### src/rtl/pipeline_ctrl.sv
// Pipeline stall/flush scheduler: merges load-use, branch redirect, data-memory
// wait, multi-cycle mul/div occupancy and WFI sleep into per-stage register
// enables, flush/bubble controls and the core clock-gate enable.
module pipeline_ctrl #(
  parameter int MDIV_CYCLES  = 32,
  parameter int CNT_W        = 6,
  parameter int DRAIN_CYCLES = 2
) (
  input  logic       clk,
  input  logic       rst_n,
  input  logic       load_use_hazard,
  input  logic       branch_taken_ex,
  input  logic       ex_mdiv_start,
  input  logic       dmem_req,
  input  logic       dmem_ready,
  input  logic       wfi_ex,
  input  logic       irq_wake,
  output logic       pc_write,
  output logic       if_id_write,
  output logic       id_ex_write,
  output logic       ex_mem_write,
  output logic       mem_wb_write,
  output logic       if_id_flush,
  output logic       id_ex_flush,
  output logic       ex_mem_bubble,
  output logic       mdiv_busy,
  output logic       mdiv_done,
  output logic       core_clk_en,
  output logic [2:0] state_dbg
);

  typedef enum logic [2:0] {
    ST_RUN   = 3'd0,
    ST_MDIV  = 3'd1,
    ST_DRAIN = 3'd2,
    ST_SLEEP = 3'd3,
    ST_WAKE  = 3'd4
  } state_t;

  // The start cycle itself counts toward the mul/div occupancy, so the
  // counter is loaded two short of the total and the done cycle sees zero.
  localparam logic [CNT_W-1:0] MDIV_LOAD  = CNT_W'(MDIV_CYCLES - 2);
  localparam logic [CNT_W-1:0] DRAIN_LOAD = CNT_W'(DRAIN_CYCLES - 1);
  localparam logic [CNT_W-1:0] CNT_ONE    = CNT_W'(1);

  state_t           state_q, state_d;
  logic [CNT_W-1:0] cnt_q, cnt_d;
  logic             mem_stall;
  // Enables packed as {pc, if_id, id_ex, ex_mem, mem_wb}.
  logic [4:0]       wr_en;

  assign mem_stall = dmem_req & ~dmem_ready;

  // State and counter registers; reset abandons any mul/div or sleep sequence.
  always_ff @(posedge clk or negedge rst_n) begin
    if (!rst_n) begin
      state_q <= ST_RUN;
      cnt_q   <= '0;
    end else begin
      state_q <= state_d;
      cnt_q   <= cnt_d;
    end
  end

  // Next-state and pipeline control decode.
  always_comb begin
    state_d       = state_q;
    cnt_d         = cnt_q;
    wr_en         = 5'b11111;
    if_id_flush   = 1'b0;
    id_ex_flush   = 1'b0;
    ex_mem_bubble = 1'b0;
    mdiv_busy     = 1'b0;
    mdiv_done     = 1'b0;
    core_clk_en   = 1'b1;

    case (state_q)
      ST_RUN: begin
        if (mem_stall) begin
          // Whole pipeline freezes; the other requests are held upstream.
          wr_en = 5'b00000;
        end else if (branch_taken_ex) begin
          // Redirect kills the two younger instructions; a load-use stall
          // on a killed instruction is moot.
          if_id_flush = 1'b1;
          id_ex_flush = 1'b1;
        end else if (ex_mdiv_start) begin
          wr_en         = 5'b00011;
          ex_mem_bubble = 1'b1;
          mdiv_busy     = 1'b1;
          cnt_d         = MDIV_LOAD;
          state_d       = ST_MDIV;
        end else if (wfi_ex) begin
          // WFI moves on to MEM; everything younger is discarded.
          if_id_flush = 1'b1;
          id_ex_flush = 1'b1;
          cnt_d       = DRAIN_LOAD;
          state_d     = ST_DRAIN;
        end else if (load_use_hazard) begin
          wr_en       = 5'b00111;
          id_ex_flush = 1'b1;
        end
      end

      ST_MDIV: begin
        mdiv_busy = 1'b1;
        // The unit keeps computing even while memory stalls the pipeline.
        if (cnt_q != '0) begin
          cnt_d = cnt_q - CNT_ONE;
        end
        if (mem_stall) begin
          wr_en = 5'b00000;
        end else if (cnt_q == '0) begin
          mdiv_done = 1'b1;
          state_d   = ST_RUN;
        end else begin
          wr_en         = 5'b00011;
          ex_mem_bubble = 1'b1;
        end
      end

      ST_DRAIN: begin
        // Front end frozen on the instruction after WFI while MEM/WB empty.
        wr_en         = {3'b000, ~mem_stall, ~mem_stall};
        id_ex_flush   = 1'b1;
        ex_mem_bubble = 1'b1;
        if (!mem_stall) begin
          if (cnt_q == '0) begin
            state_d = ST_SLEEP;
          end else begin
            cnt_d = cnt_q - CNT_ONE;
          end
        end
      end

      ST_SLEEP: begin
        wr_en       = 5'b00000;
        core_clk_en = 1'b0;
        if (irq_wake) begin
          state_d = ST_WAKE;
        end
      end

      ST_WAKE: begin
        // One cycle with the clock running before fetch resumes.
        wr_en   = 5'b00000;
        state_d = ST_RUN;
      end

      default: begin
        wr_en   = 5'b00000;
        cnt_d   = '0;
        state_d = ST_RUN;
      end
    endcase
  end

  assign pc_write     = wr_en[4];
  assign if_id_write  = wr_en[3];
  assign id_ex_write  = wr_en[2];
  assign ex_mem_write = wr_en[1];
  assign mem_wb_write = wr_en[0];
  assign state_dbg    = state_q;

endmodule

### config.mk
export PLATFORM = sky130hd
export DESIGN_NAME = pipeline_ctrl
export DESIGN_NICKNAME = d
export VERILOG_FILES = /design/src/rtl/pipeline_ctrl.sv
export SDC_FILE = /design/constraint.sdc
export NUM_CORES = 1
export LEC_CHECK = 0
export ABC_AREA = 1
export CAP_MARGIN = 20
export CORE_MARGIN = 10
export CORE_UTILIZATION = 50
export CTS_BUF_LIST = sky130_fd_sc_hd__clkbuf_4 sky130_fd_sc_hd__clkbuf_8
export CTS_CLUSTER_DIAMETER = 50
export DETAILED_ROUTE_END_ITERATION = 16
export GPL_ROUTABILITY_DRIVEN = 0
export GPL_TIMING_DRIVEN = 0
export PLACE_DENSITY = 0.83
export SYNTH_ARGS = -nofsm -noshare
export SYNTH_HDL_FRONTEND = slang
export SYNTH_SLANG_ARGS = --single-unit
### constraint.sdc
create_clock -name clk -period 2.7 [get_ports clk]
set_input_delay 0.405 -clock clk [delete_from_list [all_inputs] [get_ports clk]]
set_output_delay 0.405 -clock clk [all_outputs]
set_load 0.05 [all_outputs]
# ---- Yosys cells after proc, flatten, opt, wreduce, memory -nomap -nowiden
# Cells that the tools add are included.
dict set report op_classes {
  n_addsub 1
  n_eq_ne 14
  mux 48
  bitwise 4
  reduce_logical 6
}
# cell n
set ops {}
lappend ops {{two-way mux 6 bit} 7}
lappend ops {{two-way mux 5 bit} 7}
lappend ops {{two-way mux 3 bit} 9}
lappend ops {{one-hot mux 6 bit (4 select lines)} 1}
lappend ops {{two-way mux 1 bit} 19}
lappend ops {{!= test 2 bit (second input constant)} 9}
lappend ops {{one-hot mux 5 bit (3 select lines)} 1}
lappend ops {{one-hot mux 3 bit (4 select lines)} 1}
lappend ops {{AND reduction 8 bit} 1}
lappend ops {{AND reduction 7 bit} 1}
lappend ops {{== test 3 x 2 -> 1 bit (second input constant)} 2}
lappend ops {{zero test 6 bit} 1}
lappend ops {{nonzero test 6 bit} 1}
lappend ops {{subtractor 6 x 1 -> 6 bit (second input constant)} 1}
lappend ops {{one-hot mux 1 bit (2 select lines)} 2}
lappend ops {{== test 3 x 1 -> 1 bit (second input constant)} 1}
lappend ops {{== test 3 bit (second input constant)} 1}
lappend ops {{zero test 3 bit} 1}
lappend ops {{!= test 3 bit (second input constant)} 1}
lappend ops {{NOT 1 bit} 3}
lappend ops {{one-hot mux 1 bit (3 select lines)} 1}
lappend ops {{OR reduction 2 bit} 1}
lappend ops {{bitwise AND 1 bit} 1}
dict set report totals {
  reg_bits 9
  output_inout_bits 14
  wordCells 75
}

# ---- Logic depth before layout (Yosys ltp)
dict set report depth {
  ltp_word 6
  depth_mapped 9
  ltp_nobuf 9
}

# ---- Least setup slack after synthesis
# Ideal clock, no wire load.
dict set report synth_path {
  kind {register to output}
  from {reg state_q[1] (netlist: state_dbg[1])}
  to {out pc_write}
  arrival_ns 2.287
  path_slack_ns 0.008
  stages_incl_launch_ff 7
  path_cell_list {dfrtp_1 -> inv_1 -> nand2_1 -> nor2_2 -> nand3_1 -> o211ai_1 -> buf_4}
}
dict set report synth_between {
  elab_chain_len 2
  elab_cells_between_ends 4
  classes_between {2 x eq/ne; 1 x mux; 1 x reduce/logical}
}
# element line_no
set synth_rtl {}
lappend synth_rtl {{start: declaration} 46} ;# state_t state_q, state_d;
lappend synth_rtl {{start signal: assignment} 60} ;# state_q <= state_d;
lappend synth_rtl {{== test 3 x 2 -> 1 bit, or another cell as far along} 77} ;# case (state_q)
lappend synth_rtl {{one-hot mux 5 bit (3 select lines) (*)} 77}
lappend synth_rtl {{end: declaration} 18} ;# output logic pc_write,
# Every way passes the cells marked *; elsewhere a longest branch is shown, timed or not.

# ---- Worst setup path in the final report
dict set report layout_path {
  from {in dmem_ready}
  to {out ex_mem_write}
}
dict set report layout_between {
  elab_chain_len 4
  elab_cells_between_ends 6
  classes_between {3 x mux; 3 x bitwise}
}
# element line_no
set layout_rtl {}
lappend layout_rtl {{start: declaration} 15} ;# input logic dmem_ready,
lappend layout_rtl {{NOT 1 bit (*)} 52} ;# assign mem_stall = dmem_req & ~dmem_ready;
lappend layout_rtl {{bitwise AND 1 bit (*)} 52}
lappend layout_rtl {{two-way mux 5 bit, or another cell as far along} 111} ;# if (mem_stall) begin
lappend layout_rtl {{one-hot mux 5 bit (3 select lines) (*)} 77}
lappend layout_rtl {{end: declaration} 21} ;# output logic ex_mem_write,
# Marked as above.

==> reports/results.ini <==
[cells_and_area]
area_growth_pct=31.30
final_cells=171
nNetsFinal=166
drive_above_1_share=0.1484
fillers=134
insertedDiodeCount=0

[setup_path]
path_cells=clkdlybuf4s50_1 -> inv_1 -> nand2_1 -> nand2_1 -> a21oi_1 -> clkdlybuf4s50_1
worstSetupPathType=in2out
reg2reg_from=cnt_q[0]
cp-end-kind=primary output
cp.arrival_ns=2.14
crit_end=ex_mem_write
r2r_slack_ns=1.14
cp-startpoint=dmem_ready
cp.required_ns=2.30
path_max_fanout=4
r2r_cells=9
slowest_delay_ns=0.84
slowest_stage=clkdlybuf4s50_1
r2r_end=cnt_q[2]
cp-start-kind=primary input

[logic_synthesis]
synth_nets=139
yosysTopAreaCell=dfrtp_1
synth_area_leaders=dfrtp_1, nand2_1, nand3_1
netlist_top_cells_count=nand2_1, inv_1, nor2_1
synth_top_area_frac=0.2683
yosysMostFrequentCell=nand2_1
synth_edf_count=0
yosysWarnings=0
ys_ff_latch=9
ys.flop_type=dfrtp_1
ys_types=22
syn-cell-area_sq_um=839.6
ys_async_sr_fraction=1.000
syn-instance-count=129
syn_avg_cell_area_sq_um=6.508
synth_seq_area_share=0.2683

[floorplan]
fp.dieArea_sq_um=3718
die_x_microns=60.98
core_area_sq_um=1541
die_h_microns=60.98
start_util=0.5446
placement_rows=14
ioPinCount=23

[clock_network]
clock_latency_ns=0.27
cts_sinks=9
cts_tree=built
cts_buffer_depth=2
cts_setup_buffers=0
htreeDepth=1
numCtsBuffers=3
cts_root_buf=clkbuf_4
clkTransAtPathRegs_ns=0.06

[route]
drc=0
wl_per_cell_microns=12.77
via_per_inst=5.193
wl_mm=2.183
wl_met2_mm=1.015
dr_wl_met3_microns=166
drt_iter0_drc=24
topRoutingLayerUsed=met4
wl_met1_microns=938
firstDrtPassIters=4
vias=888
antenna_left=0

[job]
cap_violations=0

[power_and_ir_drop]
power_density_nw_per_um2=1473
power_leakage_nw=0.6606
ir_drop_mv=0.6919

[timing]
fmax_mhz=393.1
timing.final.ws_setup_ns=0.1563
maxSlewHeadroom=0.6539
hold_violations=0
timing.final.crit_share=0.9421
rsz0062_at_grt=false
slew_violations=0
clock_skew_ns=0.009246
worst_slew_pin_slew_ns=0.5175
setup_violations=0
fin_crit_ns=2.544

[placement]
place_hpwl_mm=1.802
dp.cells=167
place_ws_ns=-0.03624
io_buffers=22

[global_route]
grt_pass1_vias=857
grt_max_degree=10
grt_pass1_wl_mm=3.712
grt_overflow_total=0
gr-usage-all-layers=0.1295
antenna_found_initial=0

[outcome]
status=finished clean

[min_path]
hold_class=in2async

power breakdown:
group	internal, mW	total [mW]	switching, mW
clock	0.0671	0.117	0.0497
combinational	0.390	1.24	0.853
sequential	0.197	0.264	0.0669
total	0.655	1.62	0.969
cell families (layout without fill, tap and decap cells):
| kind of cell | count (synthesis) | in the layout | synth area share |
|---|---|---|---|
| XOR/XNOR | 1 | 1 | 0.01043 |
| AO/OA/AOI/OAI | 17 | 17 | 0.1371 |
| flip-flops | 9 | 9 | 0.2683 |
| AND/OR/NAND/NOR | 80 | 80 | 0.4665 |
| adder cells (fa/ha/maj) | 1 | 1 | 0.01490 |
| buffers and inverters | 21 | 47 | 0.1028 |
through the flow:
step | hold slack (ns) | power (mW) | instance area [sq um] | TNS, ns | util
6_report | 0.4325 | 1.624 | 1102 | 0 | 0.7151
5_1_grt | 0.4432 | 1.770 | 1102 | 0 | 0.7151
4_1_cts | 0.4349 | 1.639 | 1102 | 0 | 0.7151
3_5_place_dp | 0.5557 | 1.549 | 1080 | -0.03624 | 0.7005
3_3_place_gp | 0.5565 | 1.520 | 1080 | -0.04523 | 0.7005
2_1_floorplan | 0.1094 | 1.220 | 839.6 | 0 | -
registers in the layout, summed over array words and instances, names as in the netlist:
register   cells
cnt_q          6
state_dbg      3
metal layers:
layer,vias to the layer above,global-route usage
met5,-,0
met4,0,0.07524
met3,7,0.03967
met2,26,0.2125
met1,393,0.1442
li1,462,-
layout by cell type, fill, tap and decap left out:
cell / count
clkbuf_2: 2
o211ai_1: 1
nand3_2: 2
nand2_1: 40
xnor2_1: 1
a21oi_1: 1
nand2_2: 1
inv_2: 2
o31ai_1: 1
clkbuf_4: 4
nor2_2: 3
nand2_4: 3
a21o_1: 1
o21ai_0: 5
nand3_1: 13
nor2_1: 16
dlygate4sd2_1: 4
buf_4: 2
nor2_8: 1
ha_1: 1
a21oi_2: 2
dfrtp_1: 9
inv_1: 17
dlymetal6s2s_1: 3
nand3_4: 1
clkdlybuf4s50_1: 13
o21bai_1: 6
critical path, delay by kind of cell:
family	cells	cell delay [ns]
buf+inv	3	1.35
simple gates	2	0.22
compound gates	1	0.17
how the worst min path moves through the flow:
| stage | to | slack, ns | cells after the start |
|---|---|---|---|
| floorplan | cnt_q[0] | 0.11 | 0 |
| global placement | cnt_q[0] | 0.56 | 3 |
| detailed placement | cnt_q[0] | 0.56 | 3 |
| CTS | cnt_q[3] | 0.43 | 1 |
| global route | cnt_q[4] | 0.44 | 1 |
| finish | cnt_q[5] | 0.43 | 1 |
final cells by class:
class | instances | area, sq um | area share
flip-flops and latches | 9 | 225.2 | 0.2043
inverters | 19 | 71.32 | 0.06470
clock buffers | 4 | 30.03 | 0.02724
well taps | 16 | 20.02 | 0.01816
multi-input cells | 99 | 528.0 | 0.4790
plain buffers | 2 | 15.01 | 0.01362
repair buffers | 22 | 212.7 | 0.1930
what timing repair did:
item | 4_1_cts | 5_1_grt
endpoints found under the setup margin | 6 | 5
gates resized for setup | 6 | 7
gates cloned | 0 | 0
hold buffers | 0 | 0
Power figures use the tool's default switching activity.
==> variant (same flow settings) <==
Set the parameter `CNT_W` to 3 (it was 6).
--- a/src/rtl/pipeline_ctrl.sv
+++ b/src/rtl/pipeline_ctrl.sv
@@ -3,7 +3,7 @@
 // enables, flush/bubble controls and the core clock-gate enable.
 module pipeline_ctrl #(
   parameter int MDIV_CYCLES  = 32,
-  parameter int CNT_W        = 6,
+  parameter int CNT_W        = 3,
   parameter int DRAIN_CYCLES = 2
 ) (
   input  logic       clk,
Behaviour: not the same (Yosys sat finds a counterexample within 10 cycles, from zero or initial values and one cycle with rst_n low).
==> variant against the original RTL <==
Worst setup slack lost 11 ps. First-iteration DRC count shrank 13%. Routed wire length is 23% lower. Sequential cell count is 3 lower. Critical path depth unchanged. Design area fell by 20%. Area after synthesis decreased by 24%. Critical endpoint is now if_id_flush. Highest routed layer is now met3.
Power is not shown: default switching activity piles up to over one toggle a cycle in this logic, so the estimate is an artifact.
==> variant: results (changes against the original RTL) <==
Clk Tree Root Cell=clkbuf_4; fillers=84 (-37%); share of layout cells above drive strength 1=20.31% (+5.5 points); initial antenna violation count=0 (unchanged); worst-case clock buffer depth=2 (unchanged); path category of the worst min-delay check=primary input to asynchronous set/reset pin; async set-or-reset flop fraction in the synthesized netlist=100.0% (unchanged); Port Buffers=22 (unchanged); number of global-route vias before repair=675 (-21%); Antenna Cells=0 (unchanged); Non-clk invs=14 (-5); clock buffer count from CTS=3 (unchanged); critical path peak fanout=6 (+2); Compound-Gate Fraction of Synth Area=4.094% (-9.6 points); synthesis-to-finish area growth=38.01%; Clock Skews=1.211 ps (-8.036 ps); Synth Area in XOR/XNOR=1.365% (+0.32 points); Signal buf overhead=25.28% (+4.6 points); fraction of area in multi-input gates=47.32% (-0.58 points); multi-input gates=80 (-19%); first-pass GRT wire length=2.904 mm (-22%); maximum number of pins on one net before global-route repair=10 (unchanged); clock-pin slew on the worst setup and hold paths=40 ps (-20 ps); Top FF cell, synth=dfrtp_1; top post-synthesis cells by count=nand2_1, nand3_1, inv_1; Synth Net Count=114 (-18%); GR Util All Layers=10.61% (-2.3 points); Synth Warn #=0 (unchanged); clk tree area frac=2.542% (-0.18 points); synth top area cells=dfrtp_1, nand2_1, nand3_1; Seq/Total Area, Yosys=23.39% (-3.4 points); multiplexer share of the synthesized area=0% (unchanged); initial DRC count=21 (-13%); routed vias/inst=4.796 (-7.6%); post-synthesis instance total=103 (-20%); status=complete, no violations; Max transition margin=65.82% (+0.43 points); clk_lat worst skew=240 ps (-30 ps); DRT Pass-1 Iters=4 (unchanged); sequential share of cell area=16.95% (-3.5 points); placed instance area=885.9 sq um (-18%); Adder-Cell Fraction of Synth Area=3.899% (+2.4 points); FFs & Latches=6 (-3); Setup WS pre-CTS=-245.1 ps (-208.8 ps); htree depth=1 (unchanged); HPWL reported at the end of detailed placement=1.394 mm (-23%); Synth cell types=20 (-9.1%); final std cells w/o fill=142 (-17%); DR WL/cell=11.76 um (-7.9%); Signal buffers=25 (+4.2%)
==> variant: cell types whose count changed in the layout (fill, tap and decap cells not counted), moves of 3 or more <==
cell / unedited run / this run
clkbuf_2: 2 / 5
dfrtp_1: 9 / 6
inv_1: 17 / 13
nand2_1: 40 / 36
nor2_1: 16 / 8
nor2_4: 0 / 3
o21ai_0: 5 / 0
o21bai_1: 6 / 0
==> variant: path summary, 6_finish.rpt <==
| check | from | endpoint | slack [ps] | depth (start not counted) |
|---|---|---|---|---|
| min in group clk | cnt_q[1] | cnt_q[1] | 460 | 2 |
| setup reg to reg | cnt_q[0] | cnt_q[0] | 1320 | 9 |
| setup / recovery | dmem_ready | if_id_flush | 150 | 6 |
| max in group asynchronous | rst_n | state_dbg[2] | 2100 | 1 |
| hold reg to reg | cnt_q[1] | cnt_q[1] | 460 | 2 |
| hold / removal | rst_n | cnt_q[2] | 400 | 1 |
==> variant: layer usage <==
layer  routed length, um  global-route usage [%]  up-vias
met4                   0                   3.072        0
li1                    -                       -      376
met2                 767                   17.68       16
met5                   0                       0        -
met3                  69                   2.506        0
met1                 832                   13.05      289
==> variant: worst max-delay path, stage by stage <==
cell and delay, ps:
clkdlybuf4s50_1 450, inv_1 30, nand2_1 210, nand3_1 170, inv_1 80, clkdlybuf4s50_1 800
==> variant: logic make-up (layout without fill, tap and decap cells) <==
kind of cell,Yosys count,count (layout)
compound gates,4,4
xor+xnor,1,1
fa+ha+maj,2,2
buf+inv,17,42
flops,6,6
simple gates,73,73
==> variant: repair_timing <==
item,4_1_cts,5_1_grt
setup endpoints to repair,7,7
hold buffers,0,0
setup buffers,0,0
gates resized for setup,7,12
pin swaps,0,0
